===== config.mk =====
export PLATFORM = sky130hd
export DESIGN_NAME = register_dump_writer
export DESIGN_NICKNAME = d
export VERILOG_FILES = /design/src/rtl/register_dump_writer_pkg.sv /design/src/rtl/register_dump_writer_hex_to_ascii.sv /design/src/rtl/register_dump_writer.sv
export SDC_FILE = /design/constraint.sdc
export NUM_CORES = 1
export LEC_CHECK = 0
export CELL_PAD_IN_SITES_DETAIL_PLACEMENT = 1
export CELL_PAD_IN_SITES_GLOBAL_PLACEMENT = 2
export CORE_MARGIN = 2
export CORE_UTILIZATION = 27
export DETAILED_ROUTE_END_ITERATION = 12
export GPL_TIMING_DRIVEN = 0
export PLACE_DENSITY_LB_ADDON = 0.08
export SLEW_MARGIN = 15
export SYNTH_ARGS = -nofsm -noshare
export SYNTH_HDL_FRONTEND = slang
export SYNTH_SLANG_ARGS = --single-unit

===== constraint.sdc =====
create_clock -name clk -period 2.05 [get_ports clk]
set_clock_uncertainty 0.05 [all_clocks]
set_input_delay 0.3075 -clock clk [delete_from_list [all_inputs] [get_ports clk]]
set_output_delay 0.3075 -clock clk [all_outputs]
set_load 0.02 [all_outputs]

===== src/rtl/register_dump_writer_pkg.sv =====
// Shared definitions for the register dump writer.
//   - FSM state encoding (state_t, STATE_W)
//   - ASCII constants used by the hex renderer
//   - Screen geometry shared with ascii_master_controller
package register_dump_writer_pkg;

    localparam int STATE_W = 3;

    typedef enum logic [STATE_W-1:0] {
        ST_IDLE     = 3'd0,
        ST_SET_REG  = 3'd1,
        ST_WAIT_REG = 3'd2,
        ST_LATCH    = 3'd3,
        ST_EMIT     = 3'd4,
        ST_GAP      = 3'd5,
        ST_DONE     = 3'd6
    } state_t;

    localparam logic [7:0] ASCII_ZERO = 8'h30;
    localparam logic [7:0] ASCII_A    = 8'h41;

    // Screen geometry of the ASCII VGA controller.
    localparam int COLS       = 80;
    localparam int ADDR_WIDTH = 13;

endpackage


===== src/rtl/register_dump_writer_hex_to_ascii.sv =====
// hex_to_ascii: combinational nibble-to-ASCII renderer (upper-case hex).
// Ports:
//   nibble_i  in   4  value 0..15
//   ascii_o   out  8  '0'..'9' (0x30..0x39) or 'A'..'F' (0x41..0x46)
module hex_to_ascii
    import register_dump_writer_pkg::*;
(
    input  logic [3:0] nibble_i,
    output logic [7:0] ascii_o
);

    always_comb begin
        if (nibble_i < 4'd10) begin
            ascii_o = ASCII_ZERO + {4'd0, nibble_i};
        end else begin
            ascii_o = ASCII_A + {4'd0, nibble_i - 4'd10};
        end
    end

endmodule


===== src/rtl/register_dump_writer.sv =====
// register_dump_writer: walks every architectural register through the
// register file debug port and writes it to the character screen as
// WORD_SIZE/4 hex digits, one row per register, most significant digit in
// the leftmost column.
// Ports:
//   clk                  in   1           system clock
//   rst                  in   1           asynchronous active-low reset
//   start                in   1           dump request, sampled only in IDLE
//   busy                 out  1           dump in progress
//   done                 out  1           one-cycle completion pulse
//   debug_reg            out  5           register index to register_file
//   debug_reg_out        in   WORD_SIZE   register value (combinational)
//   ascii_write_en       out  1           character write strobe
//   ascii_write_address  out  ADDR_WIDTH  character cell index
//   ascii_input          out  32          {char[7:0], ATTR}
//   state_dbg            out  3           current FSM state
//
// Handshake: a high start seen while IDLE launches one dump; busy rises on the
// next cycle and stays high through DONE; done pulses for exactly the DONE
// cycle. start at any other time is dropped, never queued. A start that is
// still high when the FSM returns to IDLE launches a fresh dump.
module register_dump_writer #(
    parameter int          WORD_SIZE  = 32,
    parameter int          NUM_REGS   = 32,
    parameter int          COLS       = register_dump_writer_pkg::COLS,
    parameter int          ADDR_WIDTH = register_dump_writer_pkg::ADDR_WIDTH,
    parameter logic [23:0] ATTR       = 24'hFFFFFF
) (
    input  logic                  clk,
    input  logic                  rst,
    input  logic                  start,
    output logic                  busy,
    output logic                  done,
    output logic [4:0]            debug_reg,
    input  logic [WORD_SIZE-1:0]  debug_reg_out,
    output logic                  ascii_write_en,
    output logic [ADDR_WIDTH-1:0] ascii_write_address,
    output logic [31:0]           ascii_input,
    output logic [2:0]            state_dbg
);

    import register_dump_writer_pkg::*;

    localparam int DIGITS = WORD_SIZE / 4;
    localparam int DIG_W  = (DIGITS > 1) ? $clog2(DIGITS) : 1;
    localparam logic [DIG_W-1:0] LAST_DIGIT = DIG_W'(DIGITS - 1);
    localparam logic [4:0]       LAST_REG   = 5'(NUM_REGS - 1);

    state_t                  state_q, state_d;
    logic [4:0]              reg_idx_q, reg_idx_d;
    logic [DIG_W-1:0]        digit_q, digit_d;
    logic [WORD_SIZE-1:0]    word_q, word_d;
    logic                    busy_q, busy_d;
    logic                    done_q, done_d;
    logic [4:0]              debug_reg_q, debug_reg_d;
    logic                    we_q, we_d;
    logic [ADDR_WIDTH-1:0]   addr_q, addr_d;
    logic [31:0]             data_q, data_d;
    logic [7:0]              char_w;

    // Next-state and datapath bookkeeping.
    always_comb begin
        state_d     = state_q;
        reg_idx_d   = reg_idx_q;
        digit_d     = digit_q;
        word_d      = word_q;
        busy_d      = busy_q;
        debug_reg_d = debug_reg_q;

        case (state_q)
            ST_IDLE: begin
                if (start) begin
                    state_d   = ST_SET_REG;
                    reg_idx_d = 5'd0;
                    busy_d    = 1'b1;
                end
            end
            ST_SET_REG: begin
                debug_reg_d = reg_idx_q;
                state_d     = ST_WAIT_REG;
            end
            // The register file read is combinational from debug_reg; this
            // cycle lets the registered index settle before sampling.
            ST_WAIT_REG: begin
                state_d = ST_LATCH;
            end
            ST_LATCH: begin
                word_d  = debug_reg_out;
                digit_d = '0;
                state_d = ST_EMIT;
            end
            ST_EMIT: begin
                word_d  = word_q << 4;
                state_d = ST_GAP;
            end
            ST_GAP: begin
                if (digit_q < LAST_DIGIT) begin
                    digit_d = digit_q + DIG_W'(1);
                    state_d = ST_EMIT;
                end else if (reg_idx_q < LAST_REG) begin
                    reg_idx_d = reg_idx_q + 5'd1;
                    state_d   = ST_SET_REG;
                end else begin
                    state_d = ST_DONE;
                end
            end
            ST_DONE: begin
                busy_d  = 1'b0;
                state_d = ST_IDLE;
            end
            default: begin
                state_d = ST_IDLE;
                busy_d  = 1'b0;
            end
        endcase
    end

    // The character for the next EMIT always comes from the top nibble of the
    // word as it will stand in that cycle (freshly latched or already shifted).
    hex_to_ascii u_hex (
        .nibble_i (word_d[WORD_SIZE-1 -: 4]),
        .ascii_o  (char_w)
    );

    // Registered write port: loaded on entry to EMIT, held through GAP.
    always_comb begin
        we_d   = 1'b0;
        done_d = 1'b0;
        addr_d = addr_q;
        data_d = data_q;
        if (state_d == ST_EMIT) begin
            we_d   = 1'b1;
            addr_d = ADDR_WIDTH'(reg_idx_q) * ADDR_WIDTH'(COLS)
                   + ADDR_WIDTH'(digit_d);
            data_d = {char_w, ATTR};
        end
        if (state_d == ST_DONE) begin
            done_d = 1'b1;
        end
    end

    always_ff @(posedge clk or negedge rst) begin
        if (!rst) begin
            state_q     <= ST_IDLE;
            reg_idx_q   <= 5'd0;
            digit_q     <= '0;
            word_q      <= '0;
            busy_q      <= 1'b0;
            done_q      <= 1'b0;
            debug_reg_q <= 5'd0;
            we_q        <= 1'b0;
            addr_q      <= '0;
            data_q      <= '0;
        end else begin
            state_q     <= state_d;
            reg_idx_q   <= reg_idx_d;
            digit_q     <= digit_d;
            word_q      <= word_d;
            busy_q      <= busy_d;
            done_q      <= done_d;
            debug_reg_q <= debug_reg_d;
            we_q        <= we_d;
            addr_q      <= addr_d;
            data_q      <= data_d;
        end
    end

    assign busy                = busy_q;
    assign done                = done_q;
    assign debug_reg           = debug_reg_q;
    assign ascii_write_en      = we_q;
    assign ascii_write_address = addr_q;
    assign ascii_input         = data_q;
    assign state_dbg           = state_q;

endmodule

; After elaboration in Yosys (flattened, before gate mapping)
; Index checks and enable logic that the tools add are counted.
[word_totals]
regBits = 96
out_inout_bits = 56
word_cells = 54
in_bits = 35
[op_classes]
n_reduce_logical = 6
n_eq_ne = 10
n_addsub = 6
mux = 16
magnitude_cmp = 3
multipliers = 1
bitwise = 1
[op_table]
columns = operator, count
row1 = one-hot mux 32 bit (2 select lines), 1
row2 = one-hot mux 3 bit (6 select lines), 1
row3 = 2-to-1 mux 5 bit, 3
row4 = adder 12 x 3 -> 13 bit, 1
row5 = equality test 3 bit (second input constant), 4
row6 = 2-to-1 mux 3 bit, 4
row7 = one-hot mux 5 bit (2 select lines), 1
row8 = adder 7 x 4 -> 8 bit (first input constant), 1
row9 = multiplier 5 x 3 -> 8 bit (second input constant), 1
row10 = 2-to-1 mux 8 bit, 1
row11 = adder 6 x 4 -> 7 bit (first input constant), 1
row12 = equality test 3 x 2 -> 1 bit (second input constant), 2
row13 = != test 2 bit (second input constant), 3
row14 = one-hot mux 3 bit (2 select lines), 1
row15 = adder 5 x 1 -> 5 bit (second input constant), 1
row16 = less-than comparator 5 bit (second input constant), 1
row17 = OR reduction 5 bit, 1
row18 = less-than comparator 4 bit (second input constant), 1
row19 = AND reduction 4 bit, 1
row20 = nonzero test 2 bit, 2
row21 = subtractor 4 bit (second input constant), 1
row22 = adder 3 x 1 -> 3 bit (second input constant), 1
row23 = equality test 3 x 1 -> 1 bit (second input constant), 1
row24 = logical NOT 3 bit, 1
row25 = other kinds (5), 7

; Longest topological paths before layout
; Gate-level depths: netlist of run 1.
[logic_depth]
word_depth = 6
depth_mapped = 9

; Hierarchy
; Synthesis of run 1 repeated with hierarchy kept, for this count alone.
[hier_totals]
hier_cells = 324
area_unflattened_um2 = 3544.6
[modules_own_cells]
columns = module, n_inst, cells_each, seq_area_each_um2, area_per_inst_um2
row1 = register_dump_writer, 1, 304, 1776.7, 3409.5
row2 = hex_to_ascii, 1, 20, 0.0, 135.1

; Worst setup path after synthesis of run 1
; No wires, ideal clock.
[synth_path]
kind = flip-flop to flip-flop
startpoint = reg state_q[1] (netlist: state_dbg[1])
endpoint = reg data_q[26] (netlist: ascii_input[26])
path_stages_with_launch = 9
required_time_ns = 1.879
n_path_buf = 1
setup_slack_ns = -0.032
arrival_ns = 1.911
path_cell_list = dfrtp_1 buf_6 nor2b_4 a21o_4 o221ai_2 ha_1 xnor2_1 o21ai_0 o21ai_1
[synth_via]
elab_chain_len = 5
word_cells_on_any_way = 15
[synth_lines]
columns = element, line_no
row1 = from (decl), register_dump_writer.sv:49  ; state_t state_q, state_d;
row2 = from (signal assigned), register_dump_writer.sv:155  ; state_q <= state_d;
row3 = equality test 3 bit or equality test 3 x 2 -> 1 bit (tied branches), register_dump_writer.sv:70  ; case (state_q)
row4 = one-hot mux 32 bit (2 select lines), register_dump_writer.sv:70
row5 = subtractor 4 bit, register_dump_writer_hex_to_ascii.sv:16  ; ascii_o = ASCII_A + {4'd0, nibble_i - 4'd10};
row6 = adder 7 x 4 -> 8 bit, register_dump_writer_hex_to_ascii.sv:16
row7 = 2-to-1 mux 8 bit, register_dump_writer_hex_to_ascii.sv:13  ; if (nibble_i < 4'd10) begin
row8 = to (signal assigned), register_dump_writer.sv:164  ; data_q <= data_d;
row9 = to (decl), register_dump_writer.sv:58  ; logic [31:0] data_q, data_d;
; Several ways; a longest one is shown, not always the timed one.
; A chain may end at the register's enable or synchronous reset.

==> qor.txt, run 1 <==
number of flip-flops in the largest register: 32
startpoint types: register
synthesis-stage register bit count: 70
Cell Area, Synth: 3490 sq um
Synth area leaders: dfrtp_1, nand2_1, buf_4, a22oi_1, ha_1
initial DRC count: 76
clock tree from TritonCTS: done
Ys Warns: 0
core area: 12600 sq um
CP Buf/Inv Count: 3
number of global-route vias before repair: 2947
cell count along the critical path: 3
reg-to-reg endpoint: ascii_input[24]
Placed Area: 4630 sq um
max cap viols: 0
DRC violations left: 0
post-route design area: 5100 sq um
Arr. time, crit path: 1.62 ns
root buf cell: clkbuf_16
reg2reg start: state_dbg[1]
Area growth, synth to finish: 46.1%
EDFF count, synth: 0
pin count of the biggest net entering global routing: 44
register area: 1760 sq um
die area: 13800 sq um
setup total negative slack: 0 ns
Inserted Diodes: 0
row count: 41
slowest stage delay, CP: 0.53 ns
Crit Path Max Fanout: 5
CTS sink cnt: 70
most used cell, CP: buf_4
total CTS buffers: 9
total congestion overflow: 0
final hold violations: 0
area occupied by multi-input gates: 1500 sq um
cell accounting for the most synthesized area: dfrtp_1
Die Wd: 118 um
Largest delay share family, worst path: buffers and inverters
gr usage total: 13.9%
first-pass GRT wire length: 15.1 mm
f_max: 0.505 GHz
Hold Crit Class: primary input to async pin
Avg WL per Cell: 14.6 um
count leader, synth: nand2_1
worst-skew pair later-pin latency: 0.34 ns
critical path type: register to output port
H-tree levels: 3
Routed Antenna Nets: 0
ys flop type: dfrtp_1
I/O Pins: 91
outcome: finished, final reports clean
Fillers: 1439
number of port buffers: 87
final setup violation count: 0
Most flops, register: word_q
detailed-route via count: 2809
path depth of the worst reg2reg path: 8
Worst-path clk slew: 0.06 ns
chip height: 118 um
Routability Congestion: 0.721
Synth cell types: 49
Final nets: 500
Post-Syn Instances: 338
most frequent cells after synthesis: nand2_1, dfrtp_1, buf_4
antenna violations before repair: 0
via-per-instance ratio: 4.45
Seq/Total Area, Yosys: 50.2%
Critical Path End Type: output port
syn avg cell area: 10.3 sq um
Total Routed Length: 9.18 mm
data required time at the worst endpoint: 1.69 ns
Critical-path top delay cell: clkdlybuf4s50_1
ys async rst share: 100%
DRT Pass-1 Iters: 4
Clock Path Buffers: 2
VDD IR max: 0.249 mV
Final period util: 96.7%
leakage: 2.25 nW
pwr dens: 635 nW/um^2
ratio of cells with drive above 1 in the final layout: 25.1%
reg2reg setup slack: 0.09 ns
fin. max-slew vios: 0
Yosys top cell area share: 50.2%
Detailed Place HPWL: 6.41 mm
crit-path cells: buf_4 -> buf_4 -> clkdlybuf4s50_1
Starting Density: 27.6%
fin crit period: 1.98 ns
## what timing repair did
item	CTS	global route
endpoints found under the setup margin	29	36
hold endpoints to repair	27	0
setup buffers	5	9
hold buffers	1	0
gates resized for setup	7	31
pin swaps	2	3
## power breakdown
part | switching [mW] | internal [mW]
clock | 0.602 | 0.932
combinational | 0.117 | 0.144
sequential | 0.0230 | 1.42
## final cells by class
type                    instances  area share [%]
clock buffers                   9            4.42
plain buffers                  41            5.82
flip-flops and latches         70            34.5
inverters                       5           0.442
multi-input cells             224            29.3
repair buffers                103            20.0
clock inverters                 7            1.28
well taps                     172            4.22
## cells in the final DEF, fill, tap and decap left out, types with 4 or more instances in the layout
master,netlist,layout
clkbuf_16,0,9
nor2_1,12,11
inv_1,4,4
a22oi_1,24,24
o21ai_0,11,7
mux2_2,8,8
dfrtp_1,70,66
nand2_1,85,84
o21ai_1,5,8
a22o_1,4,4
clkinv_2,0,4
dlymetal6s2s_1,0,10
buf_2,8,8
buf_4,27,50
buf_6,4,5
a21oi_1,6,6
nor3b_1,4,4
ha_1,10,8
clkdlybuf4s50_1,0,67
## worst max-delay path by stage
stage | end | slack, ns | start
6_report | ascii_input[16] | 0.07 | ascii_input[23]
5_1_grt | ascii_input[24] | -0.0006 | state_dbg[1]
4_1_cts | ascii_input[7] | 0.007 | ascii_input[23]
3_5_place_dp | ascii_input[26] | -0.23 | debug_reg_out[30]
3_3_place_gp | word_q[5] | -2.06 | rst
2_1_floorplan | ascii_input[26] | 0.009 | state_dbg[1]
## cells by family after synthesis
| group | after synthesis | synth area share (%) |
|---|---|---|
| adders and majority gates | 11 | 4.16 |
| buffers and inverters | 46 | 9.00 |
| DFF | 70 | 50.2 |
| muxes | 8 | 2.58 |
| other | 1 | 0.108 |
| xor gates and xnor gates | 5 | 1.26 |
| and+or+nand+nor | 125 | 17.2 |
| AOI/OAI and AO/OA | 72 | 15.5 |
## routing by layer
layer / part of all wire (%) / vias up / wire length [um] / track usage [%]
li1: - / 1383 / - / -
met1: 50 / 1349 / 4550 / 18.7
met2: 44 / 64 / 4010 / 20.6
met3: 4.7 / 13 / 434 / 3.88
met4: 2.1 / 0 / 194 / 6.55
met5: 0 / - / 0 / 0
## metrics by stage
stage	util [%]	hold WS (ns)	setup slack, ns	cells	power, mW
after global placement	36.5	0.409	-2.06	599	1.71
final	40.4	0.392	0.0685	631	3.23
after floorplan	-	-0.0381	0.00859	340	1.55
after global routing	40.4	0.429	-0.000583	631	3.38
after CTS	39.5	0.407	0.00731	622	3.29
after detailed placement	36.7	0.219	-0.227	600	1.71
(Power assumes the default switching activity.)
==> inputs of run 2 (changes only) <==
SKIP_LAST_GASP = 1   (was not set)
==> run 2 against run 1 <==
First-iteration DRC count is 5.3% higher. Critical path depth stayed put. Power about the same. Non-clock buffer count stayed put. Flip-flop and latch count unchanged. Via count about the same. Combinational power is essentially flat. Critical path type unchanged. Largest cell class unchanged.
==> qor.txt, run 2 (synthesis gave the netlist of run 1 again) <==
die area: 13800 sq um (unchanged)
most frequent cells in the layout: nand2_1, clkdlybuf4s50_1, dfrtp_1, buf_4, a22oi_1 (unchanged)
initial DRC count: 80 (was 76)
crit-path cells: buf_4 -> buf_4 -> clkdlybuf4s50_1 (unchanged)
critical path type: register to output port (unchanged)
reg-to-reg endpoint: ascii_input[24] (unchanged)
clock tree from TritonCTS: done (unchanged)
Avg WL per Cell: 14.5 um (was 14.6 um)
RSZ-0062 raised after global routing: yes
Routability Congestion: 0.721 (unchanged)
Slew headroom: 61.5%
Post-Layout Cell Count: 631 (unchanged)
DRC violations left: 0 (unchanged)
final hold violations: 0 (unchanged)
Final Core Density: 40.5% (was 40.4%)
detailed-route via count: 2808 (was 2809)
Comb power frac: 8.1% (about the same)
VDD IR max: 0.249 mV (about the same)
Inserted Diodes: 0 (unchanged)
reg2reg setup slack: 0.09 ns (about the same)
Routed Antenna Nets: 0 (unchanged)
Most flops, register: word_q (unchanged)
Final period util: 98.7% (was 96.7%)
fin. max-slew vios: 0 (unchanged)
leakage: 2.24 nW (was 2.25 nW)
Die Wd: 118 um (unchanged)
actual slew at the worst max-slew pin: 0.576 ns
Internal Pwr Total: 2.49 mW (about the same)
most common cell after layout, fill and taps aside: nand2_1 (unchanged)
Arr. time, crit path: 1.67 ns (was 1.62 ns)
total chip power: 3.23 mW (about the same)
pwr dens: 633 nW/um^2 (was 635 nW/um^2)
fin crit period: 2.02 ns (was 1.98 ns)
path depth of the worst reg2reg path: 8 (unchanged)
setup total negative slack: 0 ns (unchanged)
sw frac: 22.9% (about the same)
CP Buf/Inv Count: 3 (unchanged)
Critical-path top delay cell: clkdlybuf4s50_1 (unchanged)
gr usage total: 13.9% (unchanged)
Sequential Power Share: 44.5% (about the same)
Worst-path clk slew: 0.06 ns (about the same)
Fillers: 1439 (unchanged)
reg2reg start: state_dbg[1] (unchanged)
slowest stage delay, CP: 0.53 ns (about the same)
startpoint types: register (unchanged)
root buf cell: clkbuf_16 (unchanged)
ratio of cells with drive above 1 in the final layout: 23.1% (was 25.1%)
total congestion overflow: 0 (unchanged)
Critical Path End Type: output port (unchanged)
Clock Path Buffers: 2 (unchanged)
core area: 12600 sq um (unchanged)
Hold Crit Class: primary input to async pin (unchanged)
# placed instances: 600 (unchanged)
first-pass GRT wire length: 15.1 mm (unchanged)
data required time at the worst endpoint: 1.69 ns (about the same)
I/O Pins: 91 (unchanged)
Detailed Place HPWL: 6.41 mm (unchanged)
H-tree levels: 3 (unchanged)
Crit Path Max Fanout: 9 (was 5)
via-per-instance ratio: 4.45 (about the same)
DRT Pass-1 Iters: 4 (unchanged)
worst-skew pair later-pin latency: 0.34 ns (about the same)
Largest delay share family, worst path: buffers and inverters (unchanged)
number of flip-flops in the largest register: 32 (unchanged)
Placed Area: 4630 sq um (unchanged)
antenna violations before repair: 0 (unchanged)
Starting Density: 27.6% (unchanged)
number of port buffers: 87 (unchanged)
outcome: finished, final reports clean (unchanged)
Total Routed Length: 9.17 mm (was 9.18 mm)
Area growth, synth to finish: 46.5% (was 46.1%)
post-route design area: 5110 sq um (was 5100 sq um)
max cap viols: 0 (unchanged)
clock network power share: 47.4% (about the same)
row count: 41 (unchanged)
cell count along the critical path: 3 (unchanged)
CTS sink cnt: 70 (unchanged)
number of global-route vias before repair: 2947 (unchanged)
f_max: 0.494 GHz (was 0.505 GHz)
chip height: 118 um (unchanged)
switching pwr: 0.742 mW (about the same)
pin count of the biggest net entering global routing: 44 (unchanged)
most used cell, CP: buf_4 (unchanged)
final setup violation count: 0 (unchanged)
Final nets: 500 (unchanged)
total CTS buffers: 9 (unchanged)
[run 2: how the worst max path moves through the flow]
stage                            startpoint         endpoint  slack [ns]
after CTS                   ascii_input[23]   ascii_input[7]       0.007
after global placement                  rst        word_q[5]       -2.06
after floorplan                state_dbg[1]  ascii_input[26]       0.009
final                       ascii_input[23]   ascii_input[7]        0.03
after global routing        ascii_input[23]   ascii_input[7]       -0.02
after detailed placement  debug_reg_out[30]  ascii_input[26]       -0.23
[run 2: final cells by class]
type / instances / area (sq um) / area share, %
well taps: 172 / 215 / 4.21
multi-input cells: 224 / 1490 / 29.1
plain buffers: 41 / 297 / 5.80
flip-flops and latches: 70 / 1760 / 34.4
repair buffers: 103 / 1040 / 20.3
clock inverters: 7 / 65.1 / 1.27
inverters: 5 / 22.5 / 0.441
clock buffers: 9 / 225 / 4.41
[run 2: worst register-to-register path, stage by stage (launching register included)]
cell and delay, ns:
dfrtp_1 0.38, buf_6 0.15, buf_4 0.13, nor3b_1 0.13, o21ai_1 0.21, o221ai_4 0.16
buf_4 0.19, a2111o_1 0.42, o211ai_2 0.07
[run 2: per-layer routing]
metal	up-vias	GRT usage [%]	wire length (um)
met2	66	20.6	3990
met4	0	6.55	194
li1	1382	-	-
met1	1347	18.7	4510
met5	-	0	0
met3	13	3.88	476
[run 2: through the flow]
stage | worst slack (ns) | hold slack (ns)
6_report | 0.0265 | 0.391
5_1_grt | -0.0247 | 0.429
4_1_cts | 0.00731 | 0.407
3_5_place_dp | -0.227 | 0.219
3_3_place_gp | -2.06 | 0.409
2_1_floorplan | 0.00859 | -0.0381
[run 2: power groups by stage]
| stage | sequential (mW) | combinational [mW] | clock [mW] |
|---|---|---|---|
| after floorplan | 1.48 | 0.0697 | 0 |
| final | 1.44 | 0.260 | 1.53 |
| after CTS | 1.44 | 0.261 | 1.59 |
| after global placement | 1.47 | 0.240 | 0 |
| after detailed placement | 1.47 | 0.249 | 0 |
| after global routing | 1.44 | 0.286 | 1.65 |
[run 2: timing repair]
action	CTS	global route
pin swaps	2	3
resized for setup	7	21
endpoints found under the setup margin	29	36
hold buffers	1	0
setup buffers	5	9
endpoints found under the hold margin	27	0
